===== src/rtl/mem_pkg.sv =====
// mem_pkg: shared types and defaults for the memory handle server.
//   srv_state_t : server FSM states
//   op_t        : decoded request type (write wins over read)
//   decode_op   : maps the w_en/r_en pair onto op_t
package mem_pkg;

    localparam int MEM_ADDR_W = 16;
    localparam int MEM_DATA_W = 32;
    // Latency counter width; covers READ_LATENCY-1 for latencies 1..4.
    localparam int CNT_W      = 2;

    typedef enum logic [1:0] {
        S_IDLE,
        S_ISSUE,
        S_WAIT,
        S_DONE
    } srv_state_t;

    typedef enum logic [1:0] {
        OP_RD,
        OP_WR,
        OP_NONE
    } op_t;

    function automatic op_t decode_op(input logic w, input logic r);
        if (w)      return OP_WR;
        else if (r) return OP_RD;
        else        return OP_NONE;
    endfunction

endpackage


===== src/rtl/mem_handle_server.sv =====
// mem_handle_server: services one single-word handle request at a time
// against a synchronous SRAM bank, with region bounds checking.
//   clk, rst_l              : clock, async active-low reset
//   avail/w_en/r_en/ptr/data_store/region_begin/region_end : request in
//   done/data_load/err      : level-handshake completion, held until avail drops
//   sram_en/we/addr/wdata   : registered SRAM port, sram_rdata returns
//                             READ_LATENCY cycles after sram_en
// Every output is a flop; nothing combinational reaches an output.
module mem_handle_server
    import mem_pkg::*;
#(
    parameter int ADDR_W       = MEM_ADDR_W,
    parameter int DATA_W       = MEM_DATA_W,
    parameter int READ_LATENCY = 1
) (
    input  logic              clk,
    input  logic              rst_l,
    input  logic              avail,
    input  logic              w_en,
    input  logic              r_en,
    input  logic [31:0]       ptr,
    input  logic [DATA_W-1:0] data_store,
    input  logic [31:0]       region_begin,
    input  logic [31:0]       region_end,
    output logic              done,
    output logic [DATA_W-1:0] data_load,
    output logic              err,
    output logic              sram_en,
    output logic              sram_we,
    output logic [ADDR_W-1:0] sram_addr,
    output logic [DATA_W-1:0] sram_wdata,
    input  logic [DATA_W-1:0] sram_rdata
);

    srv_state_t        state_q, state_d;
    op_t               op_q, op_d;
    logic [CNT_W-1:0]  cnt_q, cnt_d;
    logic              done_q, done_d;
    logic              err_q, err_d;
    logic [DATA_W-1:0] data_load_q, data_load_d;
    logic              sram_en_q, sram_en_d;
    logic              sram_we_q, sram_we_d;
    logic [ADDR_W-1:0] sram_addr_q, sram_addr_d;
    logic [DATA_W-1:0] sram_wdata_q, sram_wdata_d;

    op_t  req_op;
    logic in_bounds;
    logic req_bad;

    assign req_op    = decode_op(w_en, r_en);
    assign in_bounds = (ptr >= region_begin) && (ptr <= region_end);
    assign req_bad   = !in_bounds || (req_op == OP_NONE);

    always_comb begin
        state_d      = state_q;
        op_d         = op_q;
        cnt_d        = cnt_q;
        done_d       = done_q;
        err_d        = err_q;
        data_load_d  = data_load_q;
        sram_en_d    = 1'b0;
        sram_we_d    = 1'b0;
        sram_addr_d  = sram_addr_q;
        sram_wdata_d = sram_wdata_q;

        case (state_q)
            S_IDLE: begin
                if (avail) begin
                    // Rejected requests are carried as OP_NONE so ISSUE
                    // routes them straight to DONE without touching SRAM.
                    err_d   = req_bad;
                    op_d    = req_bad ? OP_NONE : req_op;
                    state_d = S_ISSUE;
                    if (!req_bad) begin
                        sram_en_d    = 1'b1;
                        sram_we_d    = (req_op == OP_WR);
                        sram_addr_d  = ptr[ADDR_W-1:0];
                        sram_wdata_d = data_store;
                    end
                end
            end
            S_ISSUE: begin
                if (op_q == OP_RD) begin
                    cnt_d   = CNT_W'(READ_LATENCY - 1);
                    state_d = S_WAIT;
                end else begin
                    done_d  = 1'b1;
                    state_d = S_DONE;
                end
            end
            S_WAIT: begin
                if (cnt_q == '0) begin
                    data_load_d = sram_rdata;
                    done_d      = 1'b1;
                    state_d     = S_DONE;
                end else begin
                    cnt_d = cnt_q - CNT_W'(1);
                end
            end
            S_DONE: begin
                // A producer that already dropped avail still gets one
                // cycle of done before the server returns to IDLE.
                if (!avail) begin
                    done_d  = 1'b0;
                    state_d = S_IDLE;
                end
            end
            default: begin
                done_d  = 1'b0;
                state_d = S_IDLE;
            end
        endcase
    end

    always_ff @(posedge clk or negedge rst_l) begin
        if (!rst_l) begin
            state_q      <= S_IDLE;
            op_q         <= OP_NONE;
            cnt_q        <= '0;
            done_q       <= 1'b0;
            err_q        <= 1'b0;
            data_load_q  <= '0;
            sram_en_q    <= 1'b0;
            sram_we_q    <= 1'b0;
            sram_addr_q  <= '0;
            sram_wdata_q <= '0;
        end else begin
            state_q      <= state_d;
            op_q         <= op_d;
            cnt_q        <= cnt_d;
            done_q       <= done_d;
            err_q        <= err_d;
            data_load_q  <= data_load_d;
            sram_en_q    <= sram_en_d;
            sram_we_q    <= sram_we_d;
            sram_addr_q  <= sram_addr_d;
            sram_wdata_q <= sram_wdata_d;
        end
    end

    assign done       = done_q;
    assign err        = err_q;
    assign data_load  = data_load_q;
    assign sram_en    = sram_en_q;
    assign sram_we    = sram_we_q;
    assign sram_addr  = sram_addr_q;
    assign sram_wdata = sram_wdata_q;

endmodule

===== config.mk =====
export PLATFORM = sky130hd
export DESIGN_NAME = mem_handle_server
export DESIGN_NICKNAME = d
export VERILOG_FILES = /design/src/rtl/mem_pkg.sv /design/src/rtl/mem_handle_server.sv
export SDC_FILE = /design/constraint.sdc
export NUM_CORES = 1
export LEC_CHECK = 0
export ABC_CLOCK_PERIOD_IN_PS = 2800
export BUFFER_PORTS_ARGS = -buffer_cell sky130_fd_sc_hd__buf_2
export CAP_MARGIN = 20
export CORE_UTILIZATION = 35
export CTS_CLUSTER_DIAMETER = 30
export DETAILED_ROUTE_END_ITERATION = 7
export MAX_ROUTING_LAYER = met4
export PLACE_DENSITY_LB_ADDON = 0.05
export SYNTH_ARGS = -nofsm -noshare
export SYNTH_HDL_FRONTEND = slang
export SYNTH_SLANG_ARGS = --single-unit

===== constraint.sdc =====
create_clock -name clk -period 2.8 [get_ports clk]
set_input_delay 0.42 -clock clk [delete_from_list [all_inputs] [get_ports clk]]
set_output_delay 0.42 -clock clk [all_outputs]
set_load 0.01 [all_outputs]

## Word level (Yosys, flattened, before mapping)

Index checks and enable logic that the tools add are counted.

| storage, ports and cells | value |
|---|---|
| input bits | 165 |
| output and inout bits | 84 |
| bits in registers | 90 |

| operators by class | value |
|---|---|
| mux-type cells | 21 |
| reductions and logical operators | 14 |
| $lt $le $gt $ge | 2 |
| equal/unequal tests | 11 |
| add/sub/neg operators | 1 |
| bitwise logic cells | 1 |

Operators with widths:

| cell | number |
|---|---|
| 32-bit greater-or-equal comparator | 1 |
| 32-bit <= comparator | 1 |
| 2-bit 2-to-1 mux | 8 |
| 2-bit inequality test, second input constant | 6 |
| 1-bit 2-to-1 mux | 10 |
| 3-bit AND reduction | 3 |
| 2-bit one-hot mux with 4 select lines | 1 |
| 2-bit equality test, second input constant | 3 |
| 2-bit logical NOT | 3 |
| 2-bit by 1-bit equality test with 1-bit output, second input constant | 2 |
| 2-bit one-hot mux with 2 select lines | 1 |
| 2-bit AND reduction | 2 |
| 4-bit AND reduction | 1 |
| 1-bit one-hot mux with 3 select lines | 1 |
| 3-bit nonzero test | 1 |
| 2-bit nonzero test | 1 |
| 2-bit by 1-bit subtractor with 2-bit output, second input constant | 1 |
| 1-bit logical AND | 1 |
| 1-bit logical NOT | 1 |
| 1-bit logical OR | 1 |
| 1-bit inverter | 1 |

## Depth between registers and ports, before layout

| depth | value |
|---|---|
| depth after elaboration | 7 |
| gate-level depth with buffers | 10 |
| mapped depth without buffers | 9 |

## Least setup slack after synthesis

OpenSTA, ideal clock, no wires.

| timing path | value |
|---|---|
| kind | in2reg |
| start point | input ptr[0] |
| end point | register sram_addr_q[10] (netlist: sram_addr[10]) |
| arrival time | 2.389 ns |
| stages | 10 |
| buffers on the path | 1 |
| library setup time | 0.125 ns |
| setup slack | 0.286 ns |
| path through | inv_1 > ha_1 > or3b_1 > o211ai_1 > a2111oi_1 > o41ai_2 > a211oi_2 > o21ai_2 > buf_6 > mux2_4 |

| on the way | value |
|---|---|
| word-level cells in the longest chain between the ends | 6 |
| elaborated cells on any way between the ends | 7 |

Ends and longest elaborated chain:

| item | RTL line | RTL |
|---|---|---|
| from (decl) | mem_handle_server.sv:21 | `input logic [31:0] ptr,` |
| 32-bit greater-or-equal comparator / 32-bit <= comparator (equally long branches) | mem_handle_server.sv:51 | `assign in_bounds = (ptr >= region_begin) && (ptr <= region_end);` |
| 1-bit logical AND (*) | mem_handle_server.sv:51 |  |
| 1-bit logical NOT (*) | mem_handle_server.sv:52 | `assign req_bad = !in_bounds \|\| (req_op == OP_NONE);` |
| 1-bit logical OR (*) | mem_handle_server.sv:52 |  |
| 1-bit inverter (no line) (*) | - |  |
| 3-bit AND reduction (no line) (*) | - |  |
| to (signal assigned) | mem_handle_server.sv:136 | `sram_addr_q <= sram_addr_d;` |
| to (decl) | mem_handle_server.sv:43 | `logic [ADDR_W-1:0] sram_addr_q, sram_addr_d;` |

Every way passes the cells marked *; elsewhere a longest branch is shown, timed or not.
A chain may end at the register's enable or synchronous reset.

## Worst setup path after layout

| timing path | value |
|---|---|
| start point | input ptr[0] |
| end point | register sram_wdata_q[13] (netlist: sram_wdata[13]) |

| on the way | value |
|---|---|
| word-level cells in the longest chain between the ends | 6 |
| elaborated cells on any way between the ends | 7 |

Ends and longest elaborated chain:

| item | RTL line | RTL |
|---|---|---|
| 32-bit greater-or-equal comparator / 32-bit <= comparator (equally long branches) | mem_handle_server.sv:51 |  |
| 1-bit logical AND (*) | mem_handle_server.sv:51 |  |
| 1-bit logical NOT (*) | mem_handle_server.sv:52 |  |
| 1-bit logical OR (*) | mem_handle_server.sv:52 |  |
| 1-bit inverter (no line) (*) | - |  |
| 3-bit AND reduction (no line) (*) | - |  |
| to (signal assigned) | mem_handle_server.sv:137 | `sram_wdata_q <= sram_wdata_d;` |
| to (decl) | mem_handle_server.sv:44 | `logic [DATA_W-1:0] sram_wdata_q, sram_wdata_d;` |

Marked as above.

==> flow_summary.json <==
{
  "cp-end-kind": "flop",
  "rows": 44,
  "drtIter0Drc": 105,
  "clockBufferDepth": 2,
  "seq_power_share_pct": 38.2,
  "synth_edf_count": 0,
  "worst_pin_slew_ns": 0.6282,
  "critical-path-top-delay-family": "compound AO/OA/AOI/OAI gates",
  "dpl_cell_area_um2": 6805,
  "synth-warning-count": 0,
  "place_hpwl_mm": 10.27,
  "setup_violations": 0,
  "yosys-top-cells-count": "dfrtp_1, ha_1, inv_1",
  "rsz0062_at_grt": "false",
  "first_pass_iters": 4,
  "cts_max_level": 3,
  "die_area_um2": 15510,
  "ir_drop_uv": 301.8,
  "rr_worst_depth": 10,
  "p_sw_uw": 1884,
  "fin_crit_ns": 2.627,
  "synthTopCellsByArea": "dfrtp_1, ha_1, mux2_4, mux2_2, inv_1",
  "start_util_pct": 36.03,
  "dp_cells": 881,
  "switching_share_pct": 32.05,
  "combPwrFrac_pct": 41.7,
  "outcome": "finished clean",
  "syn_avg_cell_area_um2": 11.84,
  "p_int_uw": 3993,
  "grt.overflow.total": 0,
  "syn_area_um2": 5256,
  "cts_root_buffer": "clkbuf_16",
  "diodes": 0,
  "top_layer": "met4",
  "grt.total_usage_pct": 17.61,
  "cts_tree": "yes",
  "finalWirelength_mm": 12.70,
  "crit_required_ns": 3.02,
  "slew_violations": 0,
  "async_reset_ff_share_pct": 100.0,
  "met1Wirelength_mm": 5.618,
  "startpoint": "ptr[0]",
  "area_growth_pct": 34.94,
  "clk_transition_reported_paths_ns": 0.06,
  "wire_per_inst_um": 14.20,
  "timing.rr.end": "sram_wdata[13]",
  "syn_inst": 444,
  "die_h_um": 124.5,
  "critPathMaxStageDelay_ns": 0.45,
  "synth_top_area_share_pct": 42.37,
  "yosysMostFrequentCell": "dfrtp_1",
  "ys_seq_area_share_pct": 42.87,
  "drive_gt1_share_pct": 49.86,
  "finalInstanceArea_um2": 7093,
  "cp_slowest_cell": "o41ai_2",
  "clock_skew_ns": 0.009606,
  "ys_ff_latch": 90,
  "met3_length_um": 810,
  "fmax_mhz": 380.7,
  "vias": 4198,
  "grt_pass1_vias": 4337,
  "yosysTopAreaCell": "dfrtp_1",
  "gp_congestion": 0.8308,
  "cts_buffers": 9,
  "reg2reg_slack_ns": 0.19,
  "crit_path_start_kind": "input pin",
  "synthFlopType": "dfrtp_1",
  "regToRegStartpoint": "state_q[0]",
  "p_clk_share_pct": 20.1,
  "synth_cell_type_count": 41,
  "final_util_pct": 48.62,
  "relSlewSlack_pct": 58.12,
  "critPathBufInv": 3,
  "fin_nets": 942,
  "grt_max_degree": 47,
  "io_pins": 249,
  "drc": 0,
  "stdcell_count": 894,
  "drv_cap": 0,
  "hp-class": "in2async",
  "crit_path_cell_trace": "buf_2 -> inv_1 -> ha_1 -> or3b_1 -> o211ai_1 -> a2111oi_1 -> o41ai_2 -> a211oi_2 -> o21ai_4 -> buf_4 -> mux2_4",
  "clock_latency_ns": 0.34,
  "ant_nets": 0,
  "finalCritPeriodShare_pct": 93.82,
  "finalPower_uw": 5876,
  "coreArea_um2": 14590,
  "p_leak_uw": 0.004023,
  "cts.sinks": 90,
  "nFillCells": 1397,
  "worst-setup-path-type": "in2reg",
  "cp.arrival_ns": 2.84,
  "finalHoldViolations": 0,
  "grt_pass1_wl_mm": 21.13,
  "wl_met2_mm": 6.106,
  "placement.io_buffers": 248,
  "path_depth": 11,
  "crit_fanout": 8,
  "synth_nets": 678,
  "die_width_um": 124.5,
  "power_density_nw_per_um2": 828.5,
  "antenna_found_initial": 0,
  "viasPerCell": 4.696
}
-- worst max path at each step --
stage / end
6_report: sram_wdata[13]
3_3_place_gp: sram_wdata[3]
3_5_place_dp: sram_wdata[13]
2_1_floorplan: sram_addr[10]
5_1_grt: sram_wdata[13]
4_1_cts: sram_wdata[13]
-- area by class of cell --
| class | count | area [um2] | share of cell area (%) |
|---|---|---|---|
| Clock buffer | 10 | 239.0 | 3.369 |
| Clock inverter | 3 | 42.54 | 0.5998 |
| Inverter | 69 | 259.0 | 3.651 |
| Multi-Input combinational cell | 277 | 2690 | 37.93 |
| Sequential cell | 90 | 2253 | 31.77 |
| Tap cell | 184 | 230.2 | 3.246 |
| Timing Repair Buffer | 261 | 1379 | 19.44 |
-- per-stage QoR --
step | hold slack [ns] | setup TNS, ns | setup WS, ns
floorplan | 0.1244 | 0 | 0.2863
global placement | 0.4719 | -10.08 | -0.2249
detailed placement | 0.4755 | -11.59 | -0.2649
CTS | 0.1091 | 0 | 0.08967
global route | 0.1433 | 0 | 0.02250
finish | 0.09826 | 0 | 0.1729
-- metal layers --
layer	track usage, %	up-vias
met5	-	-
met4	5.599	0
met3	4.338	14
met2	28.47	160
met1	21.56	1944
li1	-	2080
-- registers in the layout, indices dropped and copies added, names as in the netlist --
signal      cells
sram_we         1
err             1
state_q         2
sram_wdata     32
sram_en         1
done            1
sram_addr      16
op_q            2
data_load      32
cnt_q           2
-- logic make-up (layout without fill, tap and decap cells) --
kind of cell	after synthesis	after routing	synth area share [%]
DFF	90	90	42.87
buffers and inverters	77	343	6.213
muxes	81	81	20.21
and+or+nand+nor	60	60	5.784
adders and majority gates	69	69	16.42
AOI/OAI and AO/OA	67	67	8.498
-- what timing repair did --
item                                    4_1_cts  5_1_grt
hold buffers                                  0        0
setup buffers                                 0        0
gates resized for setup                       0        1
endpoints found under the setup margin        0       36
-- worst reg2reg max path, stage by stage (launching register included) --
cell	delay (ns)
dfrtp_1	0.43
inv_1	0.10
ha_1	0.25
nand2_1	0.16
nor3_1	0.25
and3_1	0.20
a21oi_1	0.05
a211oi_2	0.33
o21ai_4	0.17
buf_4	0.23
mux2_4	0.31
-- power groups by stage --
stage | clock (uW) | combinational (uW) | sequential (uW)
detailed placement | 0 | 2490 | 2260
floorplan | 0 | 1210 | 2530
global route | 1270 | 2680 | 2340
global placement | 0 | 2450 | 2240
CTS | 1230 | 2490 | 2250
finish | 1180 | 2450 | 2240
-- placed cells by master (no fill, tap or decap), types with 3 or more instances in the layout --
master,instances
dfrtp_1,89
nand2_1,16
mux2_1,7
o21ai_0,9
a21o_1,7
mux2_4,40
nand3_1,7
nor3_1,6
nor2_1,7
mux2_2,34
a21oi_1,25
clkbuf_16,9
ha_1,69
buf_12,3
nand4_1,13
inv_1,69
o31ai_1,3
buf_4,11
nor2b_1,3
buf_2,247
o21a_1,4
(Power assumes the default switching activity.)
